`config.mk`:
```
export PLATFORM = sky130hd
export DESIGN_NAME = bus_master_if
export DESIGN_NICKNAME = d
export VERILOG_FILES = /design/src/rtl/bus_master_if.sv
export SDC_FILE = /design/constraint.sdc
export NUM_CORES = 1
export LEC_CHECK = 0
export ABC_AREA = 1
export ABC_CLOCK_PERIOD_IN_PS = 2700
export CAP_MARGIN = 20
export CORE_MARGIN = 5
export CORE_UTILIZATION = 44
export DETAILED_ROUTE_END_ITERATION = 8
export PLACE_DENSITY = 0.88
export SYNTH_ARGS = -nofsm -noshare
export SYNTH_HDL_FRONTEND = slang
export SYNTH_SLANG_ARGS = --single-unit
```
`constraint.sdc`:
```
create_clock -name clk -period 2.7 [get_ports clk]
set_clock_uncertainty 0.05 [all_clocks]
set_input_delay 0.27 -clock clk [delete_from_list [all_inputs] [get_ports clk]]
set_output_delay 0.27 -clock clk [all_outputs]
set_load 0.02 [all_outputs]
```
`src/rtl/bus_master_if.sv`:
```
// ----------------------------------------------------------------------------
// bus_master_if
// Core-side bus master. The core issues one access at a time. The block
// requests the shared bus from the arbiter. Once granted, it drives an address
// strobe until the slave signals ready. It then reports completion to the core
// with a one-cycle pulse.
//
// Optional feature macro: BUS_MASTER_TIMEOUT_EN
//   defined   : an ACCESS-phase watchdog aborts the access after TIMEOUT_CYC
//               not-ready cycles and reports it through coreErr.
//   undefined : ACCESS waits for the slave indefinitely; coreErr is tied low.
//
// All outputs are either flops or pure decodes of the state register.
// Reset is synchronous and active high.
// ----------------------------------------------------------------------------
module bus_master_if #(
   parameter int unsigned ADDR_W      = 30,
   parameter int unsigned DATA_W      = 32,
   parameter int unsigned TIMEOUT_CYC = 255
) (
   input  logic              clk,
   input  logic              reset,
   // core side
   input  logic              coreReq,
   input  logic              coreRw,
   input  logic [ADDR_W-1:0] coreAddr,
   input  logic [DATA_W-1:0] coreWrData,
   output logic [DATA_W-1:0] coreRdData,
   output logic              coreBusy,
   output logic              coreDone,
   output logic              coreErr,
   // bus side
   output logic              busReq_,
   input  logic              busGrnt_,
   output logic              busAs_,
   output logic              busRw,
   output logic [ADDR_W-1:0] busAddr,
   output logic [DATA_W-1:0] busWrData,
   input  logic [DATA_W-1:0] busRdData,
   input  logic              busRdy_
);

   typedef enum logic [1:0] {
      IDLE   = 2'd0,
      REQ    = 2'd1,
      ACCESS = 2'd2
   } state_t;

   state_t              state_r;
   state_t              state_s;

   // request captured in IDLE and replayed for every (re)issued access
   logic                rw_r;
   logic [ADDR_W-1:0]   addr_r;
   logic [DATA_W-1:0]   wdata_r;

   logic [DATA_W-1:0]   rdata_r;
   logic                done_r;

   logic                latch_s;
   logic                capture_s;
   logic                done_s;
   logic                err_s;
   logic                in_access_s;

`ifdef BUS_MASTER_TIMEOUT_EN
   // one extra count value so the counter can never wrap while in ACCESS
   localparam int unsigned CNT_W = (TIMEOUT_CYC < 1) ? 1 : $clog2(TIMEOUT_CYC + 1);

   logic [CNT_W-1:0]    cnt_r;
   logic                err_r;
   logic                timeout_s;

   assign timeout_s = (cnt_r == CNT_W'(TIMEOUT_CYC - 1));
`else
   // TIMEOUT_CYC is only meaningful in the watchdog build; this empty
   // block merely keeps the parameter referenced.
   if (TIMEOUT_CYC == 0) begin : g_timeout_unused
   end
`endif

   // Next-state and per-cycle control decode
   always_comb begin
      state_s   = state_r;
      latch_s   = 1'b0;
      capture_s = 1'b0;
      done_s    = 1'b0;
      err_s     = 1'b0;
      case (state_r)
         IDLE: begin
            if (coreReq) begin
               state_s = REQ;
               latch_s = 1'b1;
            end else begin
               state_s = IDLE;
            end
         end
         REQ: begin
            if (!busGrnt_) begin
               state_s = ACCESS;
            end else begin
               state_s = REQ;
            end
         end
         ACCESS: begin
            // slave ready beats both watchdog expiry and grant loss
            if (!busRdy_) begin
               state_s   = IDLE;
               done_s    = 1'b1;
               capture_s = rw_r;
`ifdef BUS_MASTER_TIMEOUT_EN
            end else if (timeout_s) begin
               state_s = IDLE;
               done_s  = 1'b1;
               err_s   = 1'b1;
`endif
            end else if (busGrnt_) begin
               state_s = REQ;
            end else begin
               state_s = ACCESS;
            end
         end
         default: begin
            state_s = IDLE;
         end
      endcase
   end

   // State register
   always_ff @(posedge clk) begin
      if (reset) begin
         state_r <= IDLE;
      end else begin
         state_r <= state_s;
      end
   end

   // Capture the core request when it is accepted
   always_ff @(posedge clk) begin
      if (reset) begin
         rw_r    <= 1'b0;
         addr_r  <= {ADDR_W{1'b0}};
         wdata_r <= {DATA_W{1'b0}};
      end else if (latch_s) begin
         rw_r    <= coreRw;
         addr_r  <= coreAddr;
         wdata_r <= coreWrData;
      end else begin
         rw_r    <= rw_r;
         addr_r  <= addr_r;
         wdata_r <= wdata_r;
      end
   end

   // Read data holds its value except when a read completes
   always_ff @(posedge clk) begin
      if (reset) begin
         rdata_r <= {DATA_W{1'b0}};
      end else if (capture_s) begin
         rdata_r <= busRdData;
      end else begin
         rdata_r <= rdata_r;
      end
   end

   // One-cycle completion pulse; reset drops any pending completion
   always_ff @(posedge clk) begin
      if (reset) begin
         done_r <= 1'b0;
      end else begin
         done_r <= done_s;
      end
   end

`ifdef BUS_MASTER_TIMEOUT_EN
   // Watchdog counting not-ready ACCESS cycles, restarted on every ACCESS entry
   always_ff @(posedge clk) begin
      if (reset) begin
         cnt_r <= {CNT_W{1'b0}};
      end else if ((state_r == REQ) && (state_s == ACCESS)) begin
         cnt_r <= {CNT_W{1'b0}};
      end else if ((state_r == ACCESS) && busRdy_) begin
         cnt_r <= cnt_r + CNT_W'(1);
      end else begin
         cnt_r <= cnt_r;
      end
   end

   // Error qualifier travels alongside the completion pulse
   always_ff @(posedge clk) begin
      if (reset) begin
         err_r <= 1'b0;
      end else begin
         err_r <= err_s;
      end
   end

   assign coreErr = err_r;
`else
   assign coreErr = 1'b0;
`endif

   // Output decode from registered state only
   assign in_access_s = (state_r == ACCESS);
   assign coreBusy    = (state_r == REQ) || (state_r == ACCESS);
   assign busReq_     = !coreBusy;
   assign busAs_      = !in_access_s;
   assign busRw       = in_access_s ? rw_r    : 1'b0;
   assign busAddr     = in_access_s ? addr_r  : {ADDR_W{1'b0}};
   assign busWrData   = in_access_s ? wdata_r : {DATA_W{1'b0}};
   assign coreDone    = done_r;
   assign coreRdData  = rdata_r;

endmodule

```
# After elaboration in Yosys (flattened, before gate mapping)
# Index checks and enable logic that the tools add are counted.
[classes] n_shift=0 mul=0 muxes=12 n_reduce_logical=5 n_eq_ne=2 n_bitwise=1 n_div=0 n_lt_le_gt_ge=0 add_sub_neg=0
[op_table] operator="32-bit 2-to-1 mux" count=1
[op_table] operator="30-bit 2-to-1 mux" count=1
[op_table] operator="1-bit 2-to-1 mux" count=7
[op_table] operator="2-bit one-hot mux with 3 select lines" count=1
[op_table] operator="2-bit 2-to-1 mux" count=2
[op_table] operator="2-bit by 1-bit == test with 1-bit output (second input constant)" count=1
[op_table] operator="2-bit == test (second input constant)" count=1
[op_table] operator="1-bit zero test" count=2
[op_table] operator="2-bit zero test" count=1
[op_table] operator="2-bit OR reduction" count=1
[op_table] operator="1-bit logical OR" count=1
[op_table] operator="1-bit NOT" count=1
[totals] mem_count=0 romBits=0 mem_bits_rw=0 reg_bits=98 latch_bits=0 wordCells=26 in_bits=100 output_inout_bits=100

# Longest topological paths before layout
# Gate-level depths: netlist of run 1.
[depth] depth_word=3 ltp_mapped=8 mapped_depth_nobuf=6

# Worst setup path after synthesis of run 1
# No wires, ideal clock.
[synth_path] path_kind="register to output" startpoint="register state_r[0]" endpoint="output busAddr[20]" slack_ns=1.233 path_buffers=2 arrival_time_ns=1.147 required_time_ns=2.380 stages_incl_launch_ff=7 path_cell_list="dfxtp_1 inv_1 ha_1 buf_2 buf_2 nand2_1 inv_1"
[synth_between] elab_chain_len=2
[synth_lines] element="start: declaration" line="49" rtl="state_t state_r;"
[synth_lines] element="start signal: assignment" line="134" rtl="state_r <= state_s;"
[synth_lines] element="2-bit == test" line="204" rtl="assign in_access_s = (state_r == ACCESS);"
[synth_lines] element="30-bit 2-to-1 mux" line="209" rtl="assign busAddr = in_access_s ? addr_r : {ADDR_W{1'b0}};"
[synth_lines] element="end: declaration" line="37" rtl="output logic [ADDR_W-1:0] busAddr,"
# Every way passes these cells.

# Final worst setup path of run 1
[layout_path] startpoint="register state_r[0]" endpoint="output busAddr[19]"
# The elaborated chain is that of the path after synthesis.

==> results of run 1 <==
## power breakdown
| group | total (uW) | switching (uW) | leakage, uW | internal, uW |
|---|---|---|---|---|
| clock network | 867 | 501 | 0.0000899 | 366 |
| logic | 445 | 214 | 0.00230 | 232 |
| registers | 1590 | 49.5 | 0.000805 | 1540 |
## synth_stat cells (all sizes together)
| cell type | instances |
|---|---|
| nand3 | 3 |
| a21oi | 1 |
| nor3 | 2 |
| clkbuf | 13 |
| nor2 | 191 |
| inv | 104 |
| nand2 | 130 |
| o21ai | 63 |
| conb | 1 |
| buf | 24 |
| dfxtp | 98 |
| ha | 4 |
## critical path: cells and delay by family (launching register included)
| kind | cells | cell delay, ns |
|---|---|---|
| fa+ha+maj | 1 | 0.28 |
| flops | 1 | 0.34 |
| simple gates | 1 | 0.09 |
| buf+inv | 4 | 1.05 |
## stage by stage
step | std cells | setup WS (ns) | utilization, % | cell area [sq um] | hold WS [ns]
floorplan | 634 | 1.23 | - | 4140 | 0.297
global placement | 913 | 0.646 | 66.9 | 6150 | 0.414
CTS | 929 | 0.227 | 68.9 | 6330 | 0.434
global route | 929 | 0.0973 | 68.9 | 6330 | 0.437
finish | 929 | 0.241 | 68.9 | 6330 | 0.438
detailed placement | 913 | 0.607 | 66.9 | 6150 | 0.421
## area by class of cell
type                    instances  area (sq um)  share of cell area (%)
clock inverters                 5          38.8                   0.613
repair buffers                205          2050                    32.3
well taps                     111           139                    2.19
inverters                     104           390                    6.16
flip-flops and latches         98          1960                    31.0
clock buffers                  11           141                    2.23
multi-input cells             395          1610                    25.5
## cell families after synthesis
kind of cell / Yosys count / share of synthesized area (%)
AO/OA/AOI/OAI: 64 / 7.74
flip-flops: 98 / 47.4
adder cells (fa/ha/maj): 4 / 1.21
other: 1 / 0.0907
AND/OR/NAND/NOR: 326 / 29.9
buffers and inverters: 141 / 13.7
## final timing paths
path,start,end
worst max register to register,state_r[0]$_SDFF_PP0_,wdata_r[25]$_SDFFE_PP0P_
worst min register to register,addr_r[16]$_SDFFE_PP0P_,addr_r[16]$_SDFFE_PP0P_
worst max-delay path,state_r[0]$_SDFF_PP0_,busAddr[19]
worst min-delay path,addr_r[16]$_SDFFE_PP0P_,addr_r[16]$_SDFFE_PP0P_
## state kept, by name, summed over array words and instances (netlist names)
| signal | flops |
|---|---|
| coreDone | 1 |
| rw_r | 1 |
| wdata_r | 32 |
| addr_r | 30 |
| coreRdData | 32 |
| state_r | 2 |
## metal layers
metal	vias up	GRT usage [%]	share of wire (%)
li1	2199	-	-
met1	1880	23.9	40
met2	165	36.2	50
met3	21	5.66	7.5
met4	0	6.85	2.2
met5	-	0	0
==> tab_implementation.tex, run 1 <==
\begin{tabular}{lr}
\hline
Metric & Value \\
\hline
\multicolumn{2}{l}{\textbf{Drt}} \\
\quad Vias per std cell & 4.59 \\
\quad Total number of vias & 4265 \\
\quad Iteration count of the initial detailed-routing pass & 5 \\
\quad Residual antenna-violating net count after detailed routing & 0 \\
\quad Sum of routed wire length over all layers & 11900 um \\
\quad Number of violations reported at the end of detailed-routing iteration 0 & 162 \\
\quad Post-route DRC violation count & 0 \\
\quad Per-cell routed wire length & 12.8 um \\
\multicolumn{2}{l}{\textbf{Global routing}} \\
\quad Antenna violations before repair & 0 \\
\quad First-pass GRT wire length & 19100 um \\
\quad Via count of the first global-routing pass & 4138 \\
\quad Total global-route track usage & 20.5\% \\
\quad GRT Residual Overflow & 0 \\
\quad Largest net degree at the start of global routing & 65 \\
\multicolumn{2}{l}{\textbf{Logic synthesis}} \\
\quad Top area cells in the synthesized netlist & sky130\_fd\_sc\_hd\_\_dfxtp\_1 47\%, sky130\_fd\_sc\_hd\_\_nor2\_1 17\%, sky130\_fd\_sc\_hd\_\_nand2\_1 12\% \\
\quad Post-synthesis net count & 738 \\
\quad Most area-hungry cell type in the Yosys netlist & sky130\_fd\_sc\_hd\_\_dfxtp\_1 \\
\quad Avg Synthesized Cell Area & 6.52 sq um \\
\quad Synth Instances & 634 \\
\quad Distinct cell type count after synthesis & 16 \\
\quad Portion of synthesized cell area occupied by the leading cell type & 47.4\% \\
\quad Count of warnings emitted by yosys & 0 \\
\quad Sequential area share after synthesis & 47.4\% \\
\quad Count of state elements after synthesis & 98 \\
\quad Mapped cell area & 4140 sq um \\
\multicolumn{2}{l}{\textbf{Run status}} \\
\quad Status & complete, no violations \\
\multicolumn{2}{l}{\textbf{Cells and area}} \\
\quad Commonest non-fill, non-tap cells in the layout & 198 x sky130\_fd\_sc\_hd\_\_clkdlybuf4s50\_1, 191 x sky130\_fd\_sc\_hd\_\_nor2\_1, 129 x sky130\_fd\_sc\_hd\_\_nand2\_1 \\
\quad Leading cell type in the layout, fill and taps excluded & sky130\_fd\_sc\_hd\_\_clkdlybuf4s50\_1 \\
\quad Area growth syn-to-layout & 53.1\% \\
\quad Count of nets after finishing & 917 \\
\quad Diode insertion count for antenna repair & 0 \\
\quad Filler cell count & 758 \\
\quad Share of final-layout standard cells stronger than drive strength 1 & 3.30\% \\
\multicolumn{2}{l}{\textbf{Worst setup path}} \\
\quad Largest driver fanout on the critical path & 60 \\
\quad Crit-path cells & inv\_1, ha\_2, buf\_12, nand2\_1, inv\_1, clkdlybuf4s50\_1 \\
\quad Cell at the slowest stage of the critical path & sky130\_fd\_sc\_hd\_\_clkdlybuf4s50\_1 \\
\quad Required @ worst endpoint & 2.38 ns \\
\quad Critical path capture point type & output port \\
\quad Arrival time at the worst endpoint & 2.14 ns \\
\quad Flop2flop setup slack & 0.88 ns \\
\quad Depth of the worst register-to-register path & 6 \\
\quad CP startpoint kind & flop \\
\quad Start-to-end type of the worst setup path & reg2out \\
\quad Cell mode on critical path & sky130\_fd\_sc\_hd\_\_inv\_1 \\
\quad CP peak stage delay & 0.63 ns \\
\multicolumn{2}{l}{\textbf{Floorplan}} \\
\quad Die footprint & 11400 sq um \\
\quad Rows & 35 \\
\quad Starting Density & 45.0\% \\
\quad Boundary pin count & 200 \\
\quad Vertical die dimension & 107 um \\
\quad Area of the core & 9200 sq um \\
\quad Die extent in x & 107 um \\
\multicolumn{2}{l}{\textbf{Place}} \\
\quad Global placer's final weighted congestion & 0.788 \\
\quad HPWL after detailed placement & 9010 um \\
\quad Number of buffer cells added on primary ports & 198 \\
\multicolumn{2}{l}{\textbf{CTS}} \\
\quad Clock sinks & 98 \\
\quad CTS Buf Count & 9 \\
\quad Worst-Skew Late Latency & 0.33 ns \\
\quad Count of H-tree levels built during CTS & 3 \\
\quad Clock Pin Slew Worst Setup and Hold Paths & 0.09 ns \\
\quad Deepest clock path buffer count & 2 \\
\quad Cts hold-fix bufs & 0 \\
\quad Clock root cell & sky130\_fd\_sc\_hd\_\_clkbuf\_8 \\
\quad CTS tree & yes \\
\quad Post-CTS repair timing setup buffer count & 0 \\
\quad Total of cells resized after clock tree synthesis & 0 \\
\multicolumn{2}{l}{\textbf{Power}} \\
\quad Leakage dissipation & 0.00319 uW \\
\quad Post-route total power & 2900 uW \\
\quad Maximum resistive drop on vdd & 0.272 mV \\
\quad Pwr/cell area & 458 nW/um\^{}2 \\
\multicolumn{2}{l}{\textbf{Timing}} \\
\quad Share of the cycle needed by the critical path after routing & 91.1\% \\
\quad Number of slew-limit violations in the final report & 0 \\
\quad Slew @ Worst Pin & 0.563 ns \\
\quad Fmax & 407 MHz \\
\quad Number of hold-slack violations in the final timing report & 0 \\
\quad Setup Viol. Count Final & 0 \\
\quad Final TNS setup & 0 ns \\
\quad Worst slew margin relative to its limit & 62.5\% \\
\quad Final min period & 2.46 ns \\
\quad Setup repair after global routing missed its margin & false \\
\multicolumn{2}{l}{\textbf{Hold path}} \\
\quad Hold Crit Class & reg2reg \\
\quad Number of stages on the worst hold path & 2 \\
\multicolumn{2}{l}{\textbf{Flow run}} \\
\quad Reported max-cap violation count & 0 \\
\hline
\end{tabular}
(Power assumes the default switching activity.)
==> run 2, diff against run 1 <==
- ABC_CLOCK_PERIOD_IN_PS: 2700 -> 3200
- clock period: 2.7 -> 3.2 ns (I/O delays scaled with it)
==> run 2 against run 1 <==
- combinational power fell by 16%
- routed wire length shrank 2.6%
- first-iteration DRC count up 19%
- sequential cell count unchanged
- worst hold slack barely moved
- final cell count is 0.11% lower
- global-route usage shrank 0.32 points
- register-to-register slack improved by 0.31 ns
- sequential power is 16% lower
- setup slack improved by 0.32 ns
- die area did not move
- total power is 10% lower
- critical endpoint is now busWrData[7]
==> tab_implementation.tex, run 2 (synthesis results as in run 1) <==
\begin{tabular}{lr}
\hline
Metric & Value \\
\hline
\multicolumn{2}{l}{\textbf{Floorplan}} \\
\quad Starting Density & 45.0\% \\
\quad Die extent in x & 107 um \\
\quad Rows & 35 \\
\quad Vertical die dimension & 107 um \\
\quad Area of the core & 9200 sq um \\
\quad Boundary pin count & 200 \\
\quad Die footprint & 11400 sq um \\
\multicolumn{2}{l}{\textbf{Worst setup path}} \\
\quad Cell mode on critical path & sky130\_fd\_sc\_hd\_\_inv\_1 \\
\quad Number of buffers and inverters on the critical path & 4 \\
\quad Family of cells with the greatest summed delay on the critical path & buffers and inverters \\
\quad CP peak stage delay & 0.61 ns \\
\quad Crit-path cells & inv\_1, ha\_2, buf\_12, nand2\_1, inv\_1, clkdlybuf4s50\_1 \\
\quad Cell at the slowest stage of the critical path & sky130\_fd\_sc\_hd\_\_clkdlybuf4s50\_1 \\
\quad Start-to-end type of the worst setup path & reg2out \\
\quad CP startpoint kind & flop \\
\quad Critical path capture point type & output port \\
\quad Largest driver fanout on the critical path & 44 \\
\quad Required @ worst endpoint & 2.83 ns \\
\quad Arrival time at the worst endpoint & 2.27 ns \\
\multicolumn{2}{l}{\textbf{Global routing}} \\
\quad Met2 routing resource usage after global routing & 35.4\% \\
\quad GRT Residual Overflow & 0 \\
\quad Antenna violations before repair & 0 \\
\quad Largest net degree at the start of global routing & 70 \\
\quad Via count of the first global-routing pass & 4187 \\
\quad First-pass GRT wire length & 18900 um \\
\quad Met3 capacity usage during global routing & 6.20\% \\
\quad Global-route layer with the greatest usage & met2 \\
\quad Total global-route track usage & 20.2\% \\
\quad Met1 Track Usage GR & 23.5\% \\
\multicolumn{2}{l}{\textbf{Timing}} \\
\quad Final TNS setup & 0 ns \\
\quad Number of slew-limit violations in the final report & 0 \\
\quad Slew @ Worst Pin & 0.579 ns \\
\quad Setup repair after global routing missed its margin & false \\
\quad Setup Viol. Count Final & 0 \\
\quad Final min period & 2.64 ns \\
\quad Fmax & 378 MHz \\
\quad Share of the cycle needed by the critical path after routing & 82.6\% \\
\quad Number of hold-slack violations in the final timing report & 0 \\
\quad Worst slew margin relative to its limit & 61.4\% \\
\quad Min Hold Slack & 0.438 ns \\
\multicolumn{2}{l}{\textbf{CTS}} \\
\quad Deepest clock path buffer count & 2 \\
\quad Total of cells resized after clock tree synthesis & 0 \\
\quad Clock root cell & sky130\_fd\_sc\_hd\_\_clkbuf\_8 \\
\quad Cts hold-fix bufs & 0 \\
\quad Clock Pin Slew Worst Setup and Hold Paths & 0.09 ns \\
\quad Worst-Skew Late Latency & 0.34 ns \\
\quad Clock sinks & 98 \\
\quad Count of H-tree levels built during CTS & 3 \\
\quad CTS tree & yes \\
\quad Post-CTS repair timing setup buffer count & 0 \\
\quad CTS Buf Count & 9 \\
\multicolumn{2}{l}{\textbf{Cells and area}} \\
\quad Commonest non-fill, non-tap cells in the layout & 198 x sky130\_fd\_sc\_hd\_\_clkdlybuf4s50\_1, 191 x sky130\_fd\_sc\_hd\_\_nor2\_1, 129 x sky130\_fd\_sc\_hd\_\_nand2\_1 \\
\quad Leading cell type in the layout, fill and taps excluded & sky130\_fd\_sc\_hd\_\_clkdlybuf4s50\_1 \\
\quad Area growth syn-to-layout & 54.4\% \\
\quad Share of final-layout standard cells stronger than drive strength 1 & 3.18\% \\
\quad Final Instance Count excl. Fillers & 928 \\
\quad Diode insertion count for antenna repair & 0 \\
\quad Count of nets after finishing & 916 \\
\quad Share of the core filled with cells in the final layout & 69.4\% \\
\multicolumn{2}{l}{\textbf{Drt}} \\
\quad Iteration count of the initial detailed-routing pass & 4 \\
\quad Sum of routed wire length over all layers & 11600 um \\
\quad Vias per std cell & 4.61 \\
\quad Total number of vias & 4282 \\
\quad Residual antenna-violating net count after detailed routing & 0 \\
\quad Number of violations reported at the end of detailed-routing iteration 0 & 192 \\
\quad Post-route DRC violation count & 0 \\
\quad Per-cell routed wire length & 12.5 um \\
\multicolumn{2}{l}{\textbf{Run status}} \\
\quad Status & complete, no violations \\
\multicolumn{2}{l}{\textbf{Flow run}} \\
\quad Reported max-cap violation count & 0 \\
\multicolumn{2}{l}{\textbf{Place}} \\
\quad Global placer's final weighted congestion & 0.791 \\
\quad Cell count after placement & 912 \\
\quad Number of buffer cells added on primary ports & 198 \\
\quad HPWL after detailed placement & 8720 um \\
\multicolumn{2}{l}{\textbf{Power}} \\
\quad Maximum resistive drop on vdd & 0.244 mV \\
\quad Comb power frac & 14.4\% \\
\quad Power Internal & 1980 uW \\
\quad Reg power frac & 51.4\% \\
\quad Sw power & 626 uW \\
\quad Power share of the clock group & 34.2\% \\
\quad Net switching share of the total power & 24.0\% \\
\quad Leakage dissipation & 0.00322 uW \\
\quad Pwr/cell area & 408 nW/um\^{}2 \\
\multicolumn{2}{l}{\textbf{Hold path}} \\
\quad Hold Crit Class & reg2reg \\
\hline
\end{tabular}
## run 2: changes by cell type in the layout (fill, tap and decap cells not counted), sizes merged
cell      before  now
clkinvlp       1    0
clkinv         3    2
bufinv         0    2
buf            7    6
inv          105  104
clkbuf        11   12
## run 2: through the flow
stage | worst slack, ns | power (uW) | instance area, sq um
2_1_floorplan | 1.68 | 1550 | 4140
3_3_place_gp | 0.965 | 1730 | 6160
3_5_place_dp | 0.903 | 1740 | 6160
4_1_cts | 0.516 | 2630 | 6390
5_1_grt | 0.383 | 2730 | 6390
6_report | 0.557 | 2600 | 6390
## run 2: final timing paths
check | startpoint | end | slack [ns] | depth (start not counted)
worst max register to register | state_r[0]$_SDFF_PP0_ | coreRdData[9]$_SDFFE_PP0P_ | 1.19 | 8
worst max-delay path | state_r[0]$_SDFF_PP0_ | busWrData[7] | 0.56 | 6
worst min-delay path | wdata_r[14]$_SDFFE_PP0P_ | wdata_r[14]$_SDFFE_PP0P_ | 0.44 | 2
worst min register to register | wdata_r[14]$_SDFFE_PP0P_ | wdata_r[14]$_SDFFE_PP0P_ | 0.44 | 2
## run 2: worst register-to-register path: cells and delay by family, from the launching register on
family                     cells  cell delay (ns)
DFF                            1             0.37
and+or+nand+nor                4             0.37
buffers and inverters          3             0.78
adders and majority gates      1             0.33
## run 2: layout make-up
cell class	count	area [sq um]
clock buffers	12	155
clock inverters	4	73.8
fillers	748	2810
inverters	104	390
multi-input cells	395	1610
flip-flops and latches	98	1960
well taps	111	139
repair buffers	204	2050
## run 2: per-layer routing
metal	vias up	share of wire, %
li1	2194	-
met1	1911	41
met2	163	49
met3	14	8.7
met4	0	1.2
met5	-	0
## run 2: power groups by stage
stage | Combinational (uW) | Sequential (uW) | Clock [uW]
2_1_floorplan | 187 | 1360 | 0
3_3_place_gp | 365 | 1360 | 0
3_5_place_dp | 377 | 1370 | 0
4_1_cts | 379 | 1340 | 913
5_1_grt | 417 | 1350 | 960
6_report | 375 | 1340 | 890
